<file path="config.mk">
export PLATFORM = sky130hd
export DESIGN_NAME = seq_tx_10110
export DESIGN_NICKNAME = d
export VERILOG_FILES = /design/src/rtl/seq_tx_10110.sv
export SDC_FILE = /design/constraint.sdc
export NUM_CORES = 1
export LEC_CHECK = 0
export CAP_MARGIN = 20
export CELL_PAD_IN_SITES_DETAIL_PLACEMENT = 0
export CELL_PAD_IN_SITES_GLOBAL_PLACEMENT = 1
export CORE_MARGIN = 3
export CORE_UTILIZATION = 45
export DETAILED_ROUTE_END_ITERATION = 16
export PLACE_DENSITY = 0.81
export SYNTH_ARGS = -nofsm -noshare
export SYNTH_HDL_FRONTEND = slang
export SYNTH_SLANG_ARGS = --single-unit
</file>
<file path="constraint.sdc">
create_clock -name clk -period 3.3 [get_ports clk]
set_input_delay 0.495 -clock clk [delete_from_list [all_inputs] [get_ports clk]]
set_output_delay 0.495 -clock clk [all_outputs]
set_load 0.02 [all_outputs]
</file>
<file path="src/rtl/seq_tx_10110.sv">
// Serial frame transmitter: prefixes each payload word with the 10110 sync pattern and shifts it out MSB first.
// Optional even-parity bit after the payload is enabled by defining SEQ_TX_PARITY_EN.
module seq_tx_10110 #(
  parameter int         DATA_W   = 8,
  parameter int         GAP_LEN  = 2,
  parameter logic [4:0] SYNC_PAT = 5'b10110
) (
  input  logic              clk,
  input  logic              rst,
  input  logic [DATA_W-1:0] data_in,
  input  logic              data_valid,
  output logic              data_ready,
  output logic              seq_out,
  output logic              frame_active,
  output logic              tx_done,
  output logic [2:0]        state_dbg
);

  // Handshake: a word is taken on a rising clk edge where data_valid and
  // data_ready are both 1; data_in must stay stable until that edge, and
  // data_valid is ignored whenever data_ready is 0.

  localparam int CNT_MAX = (DATA_W > 5) ? DATA_W : 5;
  localparam int CNT_W   = $clog2(CNT_MAX);
  localparam int GAP_W   = (GAP_LEN > 1) ? $clog2(GAP_LEN) : 1;

  localparam logic [CNT_W-1:0] LAST_SYNC = CNT_W'(4);
  localparam logic [CNT_W-1:0] LAST_DATA = CNT_W'(DATA_W - 1);
  localparam logic [GAP_W-1:0] LAST_GAP  = GAP_W'(GAP_LEN - 1);

`ifdef SEQ_TX_PARITY_EN
  localparam bit PAR_EN = 1'b1;
`else
  localparam bit PAR_EN = 1'b0;
`endif

  typedef enum logic [2:0] {
    IDLE   = 3'd0,
    SYNC   = 3'd1,
    DATA   = 3'd2,
    PARITY = 3'd3,
    GAP    = 3'd4
  } state_t;

  state_t            state;
  logic [CNT_W-1:0]  cnt;
  logic [GAP_W-1:0]  gap_cnt;
  logic [DATA_W-1:0] shreg;
  logic [3:0]        sync_sh;
`ifdef SEQ_TX_PARITY_EN
  logic              parity;
`endif

  assign state_dbg = state;

  // Every output register is loaded with the value for the cycle that the
  // next state represents, so seq_out always shows the bit indexed by cnt.
  always_ff @(posedge clk or negedge rst) begin
    if (!rst) begin
      state        <= IDLE;
      cnt          <= '0;
      gap_cnt      <= '0;
      shreg        <= '0;
      sync_sh      <= '0;
`ifdef SEQ_TX_PARITY_EN
      parity       <= 1'b0;
`endif
      seq_out      <= 1'b0;
      frame_active <= 1'b0;
      tx_done      <= 1'b0;
      data_ready   <= 1'b0;
    end else begin
      case (state)
        IDLE: begin
          seq_out      <= 1'b0;
          frame_active <= 1'b0;
          tx_done      <= 1'b0;
          data_ready   <= 1'b1;
          if (data_valid && data_ready) begin
            shreg        <= data_in;
`ifdef SEQ_TX_PARITY_EN
            parity       <= ^data_in;
`endif
            sync_sh      <= SYNC_PAT[3:0];
            cnt          <= '0;
            state        <= SYNC;
            seq_out      <= SYNC_PAT[4];
            frame_active <= 1'b1;
            data_ready   <= 1'b0;
          end
        end

        SYNC: begin
          if (cnt == LAST_SYNC) begin
            state   <= DATA;
            cnt     <= '0;
            seq_out <= shreg[DATA_W-1];
            shreg   <= shreg << 1;
            tx_done <= !PAR_EN && (DATA_W == 1);
          end else begin
            cnt     <= cnt + CNT_W'(1);
            seq_out <= sync_sh[3];
            sync_sh <= {sync_sh[2:0], 1'b0};
          end
        end

        DATA: begin
          if (cnt == LAST_DATA) begin
`ifdef SEQ_TX_PARITY_EN
            state        <= PARITY;
            seq_out      <= parity;
            frame_active <= 1'b1;
            tx_done      <= 1'b1;
`else
            state        <= GAP;
            gap_cnt      <= '0;
            seq_out      <= 1'b0;
            frame_active <= 1'b0;
            tx_done      <= 1'b0;
`endif
          end else begin
            cnt     <= cnt + CNT_W'(1);
            seq_out <= shreg[DATA_W-1];
            shreg   <= shreg << 1;
            tx_done <= !PAR_EN && ((cnt + CNT_W'(1)) == LAST_DATA);
          end
        end

`ifdef SEQ_TX_PARITY_EN
        PARITY: begin
          state        <= GAP;
          gap_cnt      <= '0;
          seq_out      <= 1'b0;
          frame_active <= 1'b0;
          tx_done      <= 1'b0;
        end
`endif

        GAP: begin
          seq_out      <= 1'b0;
          frame_active <= 1'b0;
          tx_done      <= 1'b0;
          if (gap_cnt == LAST_GAP) begin
            state      <= IDLE;
            data_ready <= 1'b1;
          end else begin
            gap_cnt <= gap_cnt + GAP_W'(1);
          end
        end

        default: begin
          state        <= IDLE;
          seq_out      <= 1'b0;
          frame_active <= 1'b0;
          tx_done      <= 1'b0;
          data_ready   <= 1'b0;
        end
      endcase
    end
  end

endmodule

</file>
==> results list, run 1 <==
- The flow ran to the end, and the final reports show no timing, DRC or antenna violations.
* Final design area excluding fillers: 0.00144 sq mm
* Overall power of the completed layout: 0.00144 W
- Post-CTS repair changed the size of 0 cells.
- In this run, synthesis produced a sequential element count of 22.
* Slowest stage cell, crit path: clkdlybuf4s50_1
- Walking the worst path, the cells encountered are clkdlybuf4s50_1.
- Post-synthesis sequential area ratio: 45.6%
- Endpoint kind of the worst setup timing path: output port
- The first global-routing pass estimated 3780 um of wire.
* Area Overhead vs Synth: 19.0%
* IO Pins: 18
- Floorplan die width: 57.8 um
* Clock network latency to the later pin of the worst-skew pair: 0.30 ns
- CP Class: flip-flop to output port
* RePlAce Congestion: 0.675
* Setup crit start kind: flip-flop
- The initialized floorplan defines 18 standard-cell rows.
- Grouping stages by cell kind, the critical path spends the most delay in buffers and inverters.
- Crit Path Max Fanout: 15
* Post-detailed-route wirelength per cell: 14.4 um
* Distinct cell type count after synthesis: 37
- Initial cell density of the core: 47.9%
- Post-synth top area cell: dfrtp_1
* Fmax: 0.454 GHz
- Top cell type's share of synthesized area: 45.6%
- Slowest stage delay, CP: 0.71 ns
- Layout cell share with drive strength beyond 1: 22.6%
- Number of nets produced by synthesis: 113
- Number of buffers and inverters on the critical path: 1
* Combined area of the multi-input logic cells: 599 sq um
* Nets@finish: 131
- Across all layers, the routed design uses 773 vias.
* CTS root buf: clkbuf_4
- Share of the cycle needed by the critical path after routing: 66.8%
- Most frequent cells in the layout: dfrtp_1 (22), clkdlybuf4s50_1 (17), mux2_2 (8)
- Post-route setup TNS: 0 ns
* Post-synthesis cell count: 98
* Arrival time of the worst setup path: 1.71 ns
- Drt pass-1 iters: 4
- After synthesis, the mean cell area works out to 12.3 sq um.
- Area of the die: 0.00334 sq mm
* Vertical die dimension: 57.8 um
- The tightest min-delay check is of the flip-flop to flip-flop type.
* TritonCTS clock tree: built
* Mapped cell area: 0.00121 sq mm
- The Yosys step of the flow raised 0 warnings.
- In the final layout, flip-flops and latches occupy 551 sq um.
* Remaining design rule violation count: 0
- In this run the cell area measured after placement is 0.00138 sq mm.
- Setup repair after global routing left no endpoint under its margin.
- Clock Pin Slew Worst Setup and Hold Paths: 0.13 ns
* Count of final hold-check violations: 0
* Hold bufs inserted after CTS: 0
* Final global-route overflow total: 0
* Drt via density: 5.33
- Max-cap violations in this run came to 0.
* Level count of the clock H-tree: 1
- For the final database, setup skew stands at 0.00299 ns.
- Main area contributors after synthesis: dfrtp_1 (46%), mux2_4 (8.7%), mux2_2 (7.5%)
* Initial drt markers: 19
- For this run, the total global-route usage over all layers was measured as 14.5%.
* Count of input and output buffers: 17
- At the pin with the least slew margin, the transition time is 0.965 ns.
- After filler insertion, the fill cell instance count of the layout stands at 227.
* Required time at the endpoint of the critical path: 2.80 ns
- Number of setup buffers added after CTS: 0
* HPWL after DPL: 1610 um
- No sink is reached through more buffers than the 2 on the longest clock path.
* Power per cell area: 1000 mW/mm^2
- The number of antenna violations at the first check in global routing came to 0.
- The library cell used most frequently in the layout, excluding fill and tap cells, is dfrtp_1.
- Headroom to the max-slew limit came out at 35.4%.
- The clock net in this run drives a total of 22 sinks.
- Max VDD drop: 0.000618 V
* Core box area: 0.00252 sq mm
- P_leak: 0.626 nW
- Number of global-route vias before repair: 842
* Largest net degree at the start of global routing: 23
- The max-slew violation count came to 0.
- For the finished layout, the period the worst path requires is 2.20 ns.
- The detail route stage leaves a number of antenna-violating nets equal to 0.
- Setup violations remaining at the end of the flow were counted as 0.
- Clock tree synthesis inserted a total of 3 buffers.
* Count of inserted antenna diode cells: 0
- WL final: 2090 um
-- cell families (layout without fill, tap and decap cells) --
kind of cell | after synthesis | count (layout) | synth area share, %
simple gates | 25 | 25 | 15.5
buf+inv | 11 | 28 | 4.77
compound gates | 20 | 20 | 12.4
xor+xnor | 1 | 1 | 1.35
flops | 22 | 22 | 45.6
fa+ha+maj | 4 | 4 | 4.15
mux | 15 | 15 | 16.2
-- cell usage after synthesis (all sizes together) --
| cell type | number |
|---|---|
| buf | 4 |
| nand3b | 1 |
| nor4b | 1 |
| a21o | 1 |
| a31o | 1 |
| o21a | 1 |
| a21oi | 4 |
| nand3 | 1 |
| xnor2 | 1 |
| inv | 7 |
| a32o | 1 |
| nand4b | 1 |
| nor2b | 3 |
| mux2 | 15 |
| nand4 | 1 |
| a32oi | 2 |
| a22o | 2 |
| and4b | 1 |
| nor2 | 10 |
| nand2 | 2 |
| dfrtp | 22 |
| o31ai | 1 |
| o21ai | 5 |
| and3 | 1 |
| ha | 4 |
| nor3 | 1 |
| or3b | 1 |
| or2 | 1 |
| a221o | 1 |
| a22oi | 1 |
-- sequential cells by signal, indices dropped and copies added, names as in the netlist --
name,flops
seq_out,1
tx_done,1
data_ready,1
frame_active,1
state_dbg,3
sync_sh,3
cnt,3
gap_cnt,1
shreg,8
-- power breakdown --
part	internal (W)	switching, W	leakage [nW]
Sequential	0.000383	0.000107	0.279
Combinational	0.000413	0.000333	0.318
Clock	0.000123	0.0000836	0.0279
Total	0.000919	0.000524	0.626
-- worst paths after layout --
path                                   start           end  slack (ns)  depth (start not counted)
max in group asynchronous                rst        cnt[1]        2.01                          1
worst max-delay path            state_dbg[0]  state_dbg[0]        1.10                          1
min in group asynchronous                rst  frame_active        0.71                          1
worst max register to register        cnt[1]      shreg[3]        1.33                          6
worst min-delay path                shreg[0]      shreg[0]        0.52                          2
worst min register to register      shreg[0]      shreg[0]        0.52                          2
-- layer usage --
metal / track usage (%) / wire [um] / vias to the layer above / share of wire, %
met4: 4.97 / 13 / 0 / 0.62
met1: 21.0 / 1060 / 376 / 50
met2: 21.6 / 971 / 9 / 46
met3: 2.67 / 52 / 2 / 2.5
li1: - / - / 386 / -
met5: 0 / 0 / - / 0
-- final cells by class --
class,instances,share of cell area (%)
tap,30,2.61
clock inverter,1,2.09
inverter,7,1.83
clock buffer,3,1.57
sequential,22,38.3
timing repair buffer,17,11.8
multi-input combinational,65,41.7
-- stage by stage --
step | setup slack (ns) | cells | util, % | hold slack [ns]
after global placement | 1.28 | 141 | 54.9 | 0.474
after floorplan | 1.49 | 98 | - | 0.199
after detailed placement | 1.25 | 141 | 54.9 | 0.487
after CTS | 1.07 | 145 | 56.9 | 0.522
final | 1.10 | 145 | 56.9 | 0.518
after global routing | 0.992 | 145 | 56.9 | 0.540
Note: power is estimated with default switching activity, not from simulation.
==> run 2, diff against run 1 <==
--- a/config.mk
+++ b/config.mk
@@ -9,9 +9,9 @@
 export CELL_PAD_IN_SITES_DETAIL_PLACEMENT = 0
 export CELL_PAD_IN_SITES_GLOBAL_PLACEMENT = 1
 export CORE_MARGIN = 3
-export CORE_UTILIZATION = 45
+export CORE_UTILIZATION = 42
 export DETAILED_ROUTE_END_ITERATION = 16
-export PLACE_DENSITY = 0.81
+export PLACE_DENSITY = 0.76
 export SYNTH_ARGS = -nofsm -noshare
 export SYNTH_HDL_FRONTEND = slang
 export SYNTH_SLANG_ARGS = --single-unit
==> constraint.sdc (replaced) <==
create_clock -name clk -period 2.3 [get_ports clk]
set_input_delay 0.345 -clock clk [delete_from_list [all_inputs] [get_ports clk]]
set_output_delay 0.345 -clock clk [all_outputs]
set_load 0.02 [all_outputs]
==> run 2 against run 1 <==
Via count grew 0.13%. Worst hold slack lost 0.15 ns. Setup slack lost 0.88 ns. First-iteration DRC count shrank 42%. Highest routed layer unchanged. Non-clock buffer count grew 2.
==> results list, run 2 (synthesis gave the netlist of run 1 again) <==
- The kind of end point of the critical path was an output port (unchanged).
- The kind of path behind the tightest hold check was input port to asynchronous set/reset pin (was flip-flop to flip-flop).
* Most frequent cells in the layout: dfrtp_1 (22), clkdlybuf4s50_1 (17), mux2_2 (8) (unchanged)
- In the finished design, the share of the clock period the worst path needs comes to 90.4%.
* Placement-stage worst setup slack: 0.364 ns (was 1.25 ns)
- The maximum fanout encountered on the critical timing path was 15 (unchanged).
- The TritonCTS clock tree was built (unchanged).
- The power per cell area came to 1430 mW/mm^2 (was 1000 mW/mm^2).
- Clock Pin Slew Worst Setup and Hold Paths: 0.12 ns (was 0.13 ns)
- Timing would allow up to 0.481 GHz.
* Wire length of the first global-routing pass: 3680 um (was 3780 um)
- The die boundary width was 59.6 um (was 57.8 um).
- The register with the most flip-flops is shreg (unchanged).
* RSZ-0062 raised after global routing: no (unchanged)
- HPWL after DPL: 1560 um (was 1610 um)
- Count of filler cells inserted in the layout: 233 (was 227)
- The post-route worst setup slack was 0.220 ns (was 1.10 ns).
- CP Class: flip-flop to output port (unchanged)
- Setup crit start kind: flip-flop (unchanged)
- Count of input and output buffers: 17 (unchanged)
- Largest register FFs: 8 (unchanged)
* Core box area: 0.00261 sq mm (was 0.00252 sq mm)
- Vias: 774 (was 773)
- The worst path needs 2.08 ns of the cycle, external delays included.
- RePlAce Congestion: 0.760 (was 0.675)
* Global Route Usage Sum: 13.9% (was 14.5%)
* Initial cell density of the core: 46.2% (was 47.9%)
- Max-slew violation count: 0 (unchanged)
* Largest net degree at the start of global routing: 23 (unchanged)
- Slowest stage delay, CP: 0.72 ns (was 0.71 ns)
- The iteration count of the initial detailed-routing pass came to 4 (unchanged).
* Max VDD drop: 0.000778 V (was 0.000618 V)
- The number of gates resized after CTS was 0 (unchanged).
* Number of global-route vias before repair: 780 (was 842)
- Nets@finish: 133 (was 131)
* Row cnt: 18 (unchanged)
* Series of cell instances along the critical path: clkdlybuf4s50_1 (unchanged)
* Vertical die dimension: 59.6 um (was 57.8 um)
- The area growth from synthesis to layout is 20.2% (was 19.0%).
- The final number of setup-violating endpoints was 0 (unchanged).
- Normalized max-slew margin: 62.6% (was 35.4%)
* Arrival time of the worst setup path: 1.74 ns (was 1.71 ns)
* Clock buffer depth: 2 (unchanged)
- The leading cell type in the layout, fill and taps excluded is dfrtp_1 (unchanged).
- The cell with the largest stage delay on the worst path is dfrtp_1 (was clkdlybuf4s50_1).
* WL final: 2120 um (was 2090 um)
* Required time at the endpoint of the critical path: 1.96 ns (was 2.80 ns)
- The clock sink count came to 22 (unchanged).
- The total setup buffers inserted after CTS came to 0 (unchanged).
* Run status: finished clean (unchanged)
* Final global-route overflow total: 0 (unchanged)
- Cell class contributing the biggest share of worst-path delay: flip-flops (was buffers and inverters)
* Initial antenna violation count: 0 (unchanged)
- Initial drt markers: 11 (was 19)
- The H-tree level count was 1 (unchanged).
- Number of buffers and inverters on the critical path: 1 (unchanged)
- The clock latency on the worst-skew pair is 0.31 ns (was 0.30 ns).
- Worst clock skew: 0.00334 ns (was 0.00299 ns)
- Hold_ws: 0.365 ns (was 0.518 ns)
- Hold bufs inserted after CTS: 0 (unchanged)
- Remaining design rule violation count: 0 (unchanged)
* P_leak: 0.636 nW (was 0.626 nW)
- IO Pins: 18 (unchanged)
- The die area is 0.00355 sq mm (was 0.00334 sq mm).
- The count of inserted antenna diode cells came to 0 (unchanged).
* Total clock buffers created by CTS: 3 (unchanged)
- CTS root buf: clkbuf_4 (unchanged)
* Post-route setup TNS: 0 ns (unchanged)
- The number of routed nets with antenna violations came to 0 (unchanged).
* Layout cell share with drive strength beyond 1: 23.9% (was 22.6%)
- The count of max-cap constraint violations was 0 (unchanged).
* Count of final hold-check violations: 0 (unchanged)
- The pin slew with the least headroom to its limit is 0.561 ns (was 0.965 ns).
- The wire length per cell after detailed routing came to 14.4 um (about the same).
- Drt via density: 5.27 (was 5.33)
## run 2: cell types whose count changed in the layout (fill, tap and decap cells not counted), sizes merged
| cell | before | now |
|---|---|---|
| buf | 0 | 2 |
## run 2: layer usage
metal  up-vias  GRT usage, %  wire length [um]
met4         0          5.70                40
met3         5          2.61                58
met2        10          20.1               935
met5         -             0                 0
li1        391             -                 -
met1       368          20.3              1090
## run 2: area by class of cell
cell class	count	area, sq um	area share (%)
Clock buffer	3	22.5	1.55
Sequential cell	22	551	37.9
Inverter	7	26.3	1.81
Multi-Input combinational cell	65	599	41.3
Timing Repair Buffer	19	185	12.8
Tap cell	30	37.5	2.59
Clock inverter	1	30.0	2.07
## run 2: per-stage QoR
step / total power [W] / util, % / cells / instance area, sq um
3_5_place_dp: 0.00179 / 53.5 / 143 / 1400
6_report: 0.00207 / 55.6 / 147 / 1450
2_1_floorplan: 0.00157 / - / 98 / 1210
3_3_place_gp: 0.00177 / 53.5 / 143 / 1400
5_1_grt: 0.00223 / 55.6 / 147 / 1450
4_1_cts: 0.00210 / 55.6 / 147 / 1450
## run 2: path summary, 6_finish.rpt
check	slack, ns	from	end	cells after the start
max reg2reg	0.35	cnt[1]	shreg[1]	6
min	0.36	rst	state_dbg[0]	2
max	0.22	state_dbg[0]	state_dbg[0]	1
min reg2reg	0.51	sync_sh[2]	sync_sh[2]	1
max in group asynchronous	1.72	rst	state_dbg[1]	2
min in group clk	0.51	sync_sh[2]	sync_sh[2]	1
## run 2: power by group
part	switching [W]	internal (W)	total, W
combinational	0.000480	0.000595	0.00108
sequential	0.000149	0.000550	0.000699
clock	0.000119	0.000176	0.000295
==> run 3, diff against run 2 <==
--- a/config.mk
+++ b/config.mk
@@ -9,9 +9,10 @@
 export CELL_PAD_IN_SITES_DETAIL_PLACEMENT = 0
 export CELL_PAD_IN_SITES_GLOBAL_PLACEMENT = 1
 export CORE_MARGIN = 3
-export CORE_UTILIZATION = 42
+export CORE_UTILIZATION = 44
+export CTS_BUF_LIST = sky130_fd_sc_hd__clkbuf_8
 export DETAILED_ROUTE_END_ITERATION = 16
-export PLACE_DENSITY = 0.76
+export PLACE_DENSITY = 0.79
 export SYNTH_ARGS = -nofsm -noshare
 export SYNTH_HDL_FRONTEND = slang
 export SYNTH_SLANG_ARGS = --single-unit
==> run 3 against run 2 <==
First-iteration DRC count grew 82%. Critical path depth stayed put. Final area rose by 1.3%. Core utilization up 2.2 points. Maximum frequency up 4.6%. Non-clock buffer count stayed put. Combinational power is essentially flat. Via count grew 0.26%. Setup slack improved by 0.092 ns. Sequential share of layout area down 0.48 points. Largest cell class unchanged. Largest power group unchanged. Highest routed layer unchanged.
==> results list, run 3 (synthesis gave the netlist of run 1 again) <==
* Normalized max-slew margin: 65.2% (was 62.6%)
- The total setup buffers inserted after CTS came to 0 (unchanged).
* Placement-stage worst setup slack: 0.359 ns (was 0.364 ns)
- The placeable core area is 0.00254 sq mm (was 0.00261 sq mm).
- Clock power share: 16.6% (was 14.3%)
- The maximum number of pins on one net before global-route repair came to 23 (unchanged).
* Drt via density: 5.28 (was 5.27)
- Run status: finished clean (unchanged).
- Nets@finish: 133 (unchanged)
- The data arrival time of the worst path came to 1.64 ns (was 1.74 ns).
- CTS root buf: clkbuf_8 (was clkbuf_4)
- Most frequent cells in the layout: dfrtp_1 (22), clkdlybuf4s50_1 (17), mux2_2 (8) (unchanged).
* Fmax: 0.503 GHz (was 0.481 GHz)
* Hold bufs inserted after CTS: 0 (unchanged)
- Crit Path Max Fanout: 15 (unchanged)
* Number of buffers and inverters on the critical path: 1 (unchanged)
* Sequential fraction of design power: 32.8% (was 33.8%)
* Largest register FFs: 8 (unchanged)
- The clock transition time at the flip-flop clock pins of the worst setup and hold paths came to 0.08 ns (was 0.12 ns).
- Area of the die: 0.00341 sq mm (was 0.00355 sq mm)
* Max-slew violation count: 0 (unchanged)
* Cell class contributing the biggest share of worst-path delay: buffers and inverters (was flip-flops)
* Drt pass-1 iters: 4 (unchanged)
- Largest reg by FF count: shreg (unchanged)
- Net Switching: 0.000769 W (was 0.000748 W)
* Slowest stage cell, crit path: clkdlybuf4s50_1 (was dfrtp_1)
* Slack of the critical path: 0.312 ns (was 0.220 ns)
- Power per cell area: 1460 mW/mm^2 (was 1430 mW/mm^2)
- The cell leakage power was 0.644 nW (was 0.636 nW).
- Initial antenna violation count: 0 (unchanged)
- The count of input and output buffers is 17 (unchanged).
- The total global routing track utilization is 14.6% (was 13.9%).
- The ratio of final minimum period to clock period was 86.4% (was 90.4%).
* Total clock buffers created by CTS: 3 (unchanged)
- The uppermost metal layer occupied by signal nets is met4 (unchanged).
- Series of cell instances along the critical path: clkdlybuf4s50_1 (unchanged)
* Area Overhead vs Synth: 21.8% (was 20.2%)
* Slowest stage delay, CP: 0.70 ns (was 0.72 ns)
- Count of inserted antenna diode cells: 0 (unchanged)
- Wire length of the first global-routing pass: 3770 um (was 3680 um)
* WL final: 2270 um (was 2120 um)
- Total of max-cap violations: 0 (unchanged)
- Remaining design rule violation count: 0 (unchanged)
- The combinational share of power is 50.5% (was 52.0%).
- The post-route setup TNS is 0 ns (unchanged).
* IO Pins: 18 (unchanged)
* RePlAce Congestion: 0.738 (was 0.760)
- Internal power summed over all cells: 0.00138 W (was 0.00132 W)
- Vertical die dimension: 58.4 um (was 59.6 um)
- Required time at the endpoint of the critical path: 1.96 ns (about the same)
- The startpoint-to-endpoint class of the critical path is flip-flop to output port (unchanged).
- The number of hold violations in the final report came to 0 (unchanged).
- TritonCTS clock tree: built (unchanged)
- Setup crit start kind: flip-flop (unchanged)
- Core occupancy in the finished layout: 57.8% (was 55.6%)
* Final global-route overflow total: 0 (unchanged)
- Type of the worst min-delay path: input port to asynchronous set/reset pin (unchanged)
- Row cnt: 18 (unchanged)
- The cell count after placement was 143 (unchanged).
- The pin slew with the least headroom to its limit is 0.522 ns (was 0.561 ns).
* Worst clock skew: 0.00484 ns (was 0.00334 ns)
* Number of global-route vias before repair: 793 (was 780)
* Endpoint kind of the worst setup timing path: output port (unchanged)
- The initial detailed-routing violation count came to 20 (was 11).
- The share of post-route cells with drive strength above 1 is 23.9% (unchanged).
* DRT met1 WL: 1100 um (was 1090 um)
- Non-Filler Instances: 147 (unchanged)
* Setup violations, final: 0 (unchanged)
- Met3 layer wire length in the routed design: 89 um (was 58 um)
* Most common cell after layout, fill and taps aside: dfrtp_1 (unchanged)
* Level count of the clock H-tree: 1 (unchanged)
- Clock network latency to the later pin of the worst-skew pair: 0.26 ns (was 0.31 ns)
* Initial cell density of the core: 47.4% (was 46.2%)
- Number of routed nets with antenna violations: 0 (unchanged)
- The wire length per cell after detailed routing is 15.5 um (was 14.4 um).
* Detail Route met2 WL: 1070 um (was 935 um)
- CTS-repair resized insts: 0 (unchanged)
- Post-route minimum period: 1.99 ns (was 2.08 ns)
- The worst hold slack across all endpoints is 0.417 ns (was 0.365 ns).
* Max VDD drop: 0.00108 V (was 0.000778 V)
* Clock buffer depth: 2 (unchanged)
* Number of sinks on the clock net: 22 (unchanged)
- The placed wire-length estimate is 1690 um (was 1560 um).
- RSZ-0062 raised after global routing: no (unchanged).
- The die boundary width is 58.4 um (was 59.6 um).
* Fraction of power spent switching nets: 35.8% (was 36.1%)
* Vias: 776 (was 774)
==> run 3: final cells by class <==
| cell class | count | area, sq um |
|---|---|---|
| fill | 213 | 1070 |
| multi-input combinational | 65 | 599 |
| sequential | 22 | 551 |
| timing repair buffer | 19 | 185 |
| clock buffer | 3 | 41.3 |
| tap | 30 | 37.5 |
| clock inverter | 1 | 30.0 |
| inverter | 7 | 26.3 |
==> run 3: metal layers <==
layer  GRT usage [%]  up-vias
met2            22.6       12
met5               0        -
met4            2.98        0
li1                -      389
met3            4.82        2
met1            20.0      373
==> run 3: path summary, 6_finish.rpt <==
check / start / to / slack [ns] / depth (start not counted)
setup / recovery: state_dbg[0] / state_dbg[0] / 0.31 / 1
hold / removal: rst / sync_sh[1] / 0.42 / 2
setup reg to reg: cnt[1] / shreg[4] / 0.34 / 6
hold reg to reg: sync_sh[2] / sync_sh[2] / 0.50 / 1
max in group asynchronous: rst / gap_cnt / 1.65 / 2
min in group clk: sync_sh[2] / sync_sh[2] / 0.50 / 1
==> run 3: through the flow <==
step | cell area (sq um) | power, W
finish | 1470 | 0.00215
global route | 1470 | 0.00229
CTS | 1470 | 0.00217
detailed placement | 1400 | 0.00180
global placement | 1400 | 0.00176
floorplan | 1210 | 0.00157
==> run 3: power groups by stage <==
stage               registers [W]  clock network [W]  logic [W]
floorplan                0.000695                  0   0.000872
global placement         0.000703                  0    0.00106
detailed placement       0.000712                  0    0.00109
CTS                      0.000705           0.000367    0.00110
global route             0.000734           0.000380    0.00118
finish                   0.000705           0.000357    0.00109
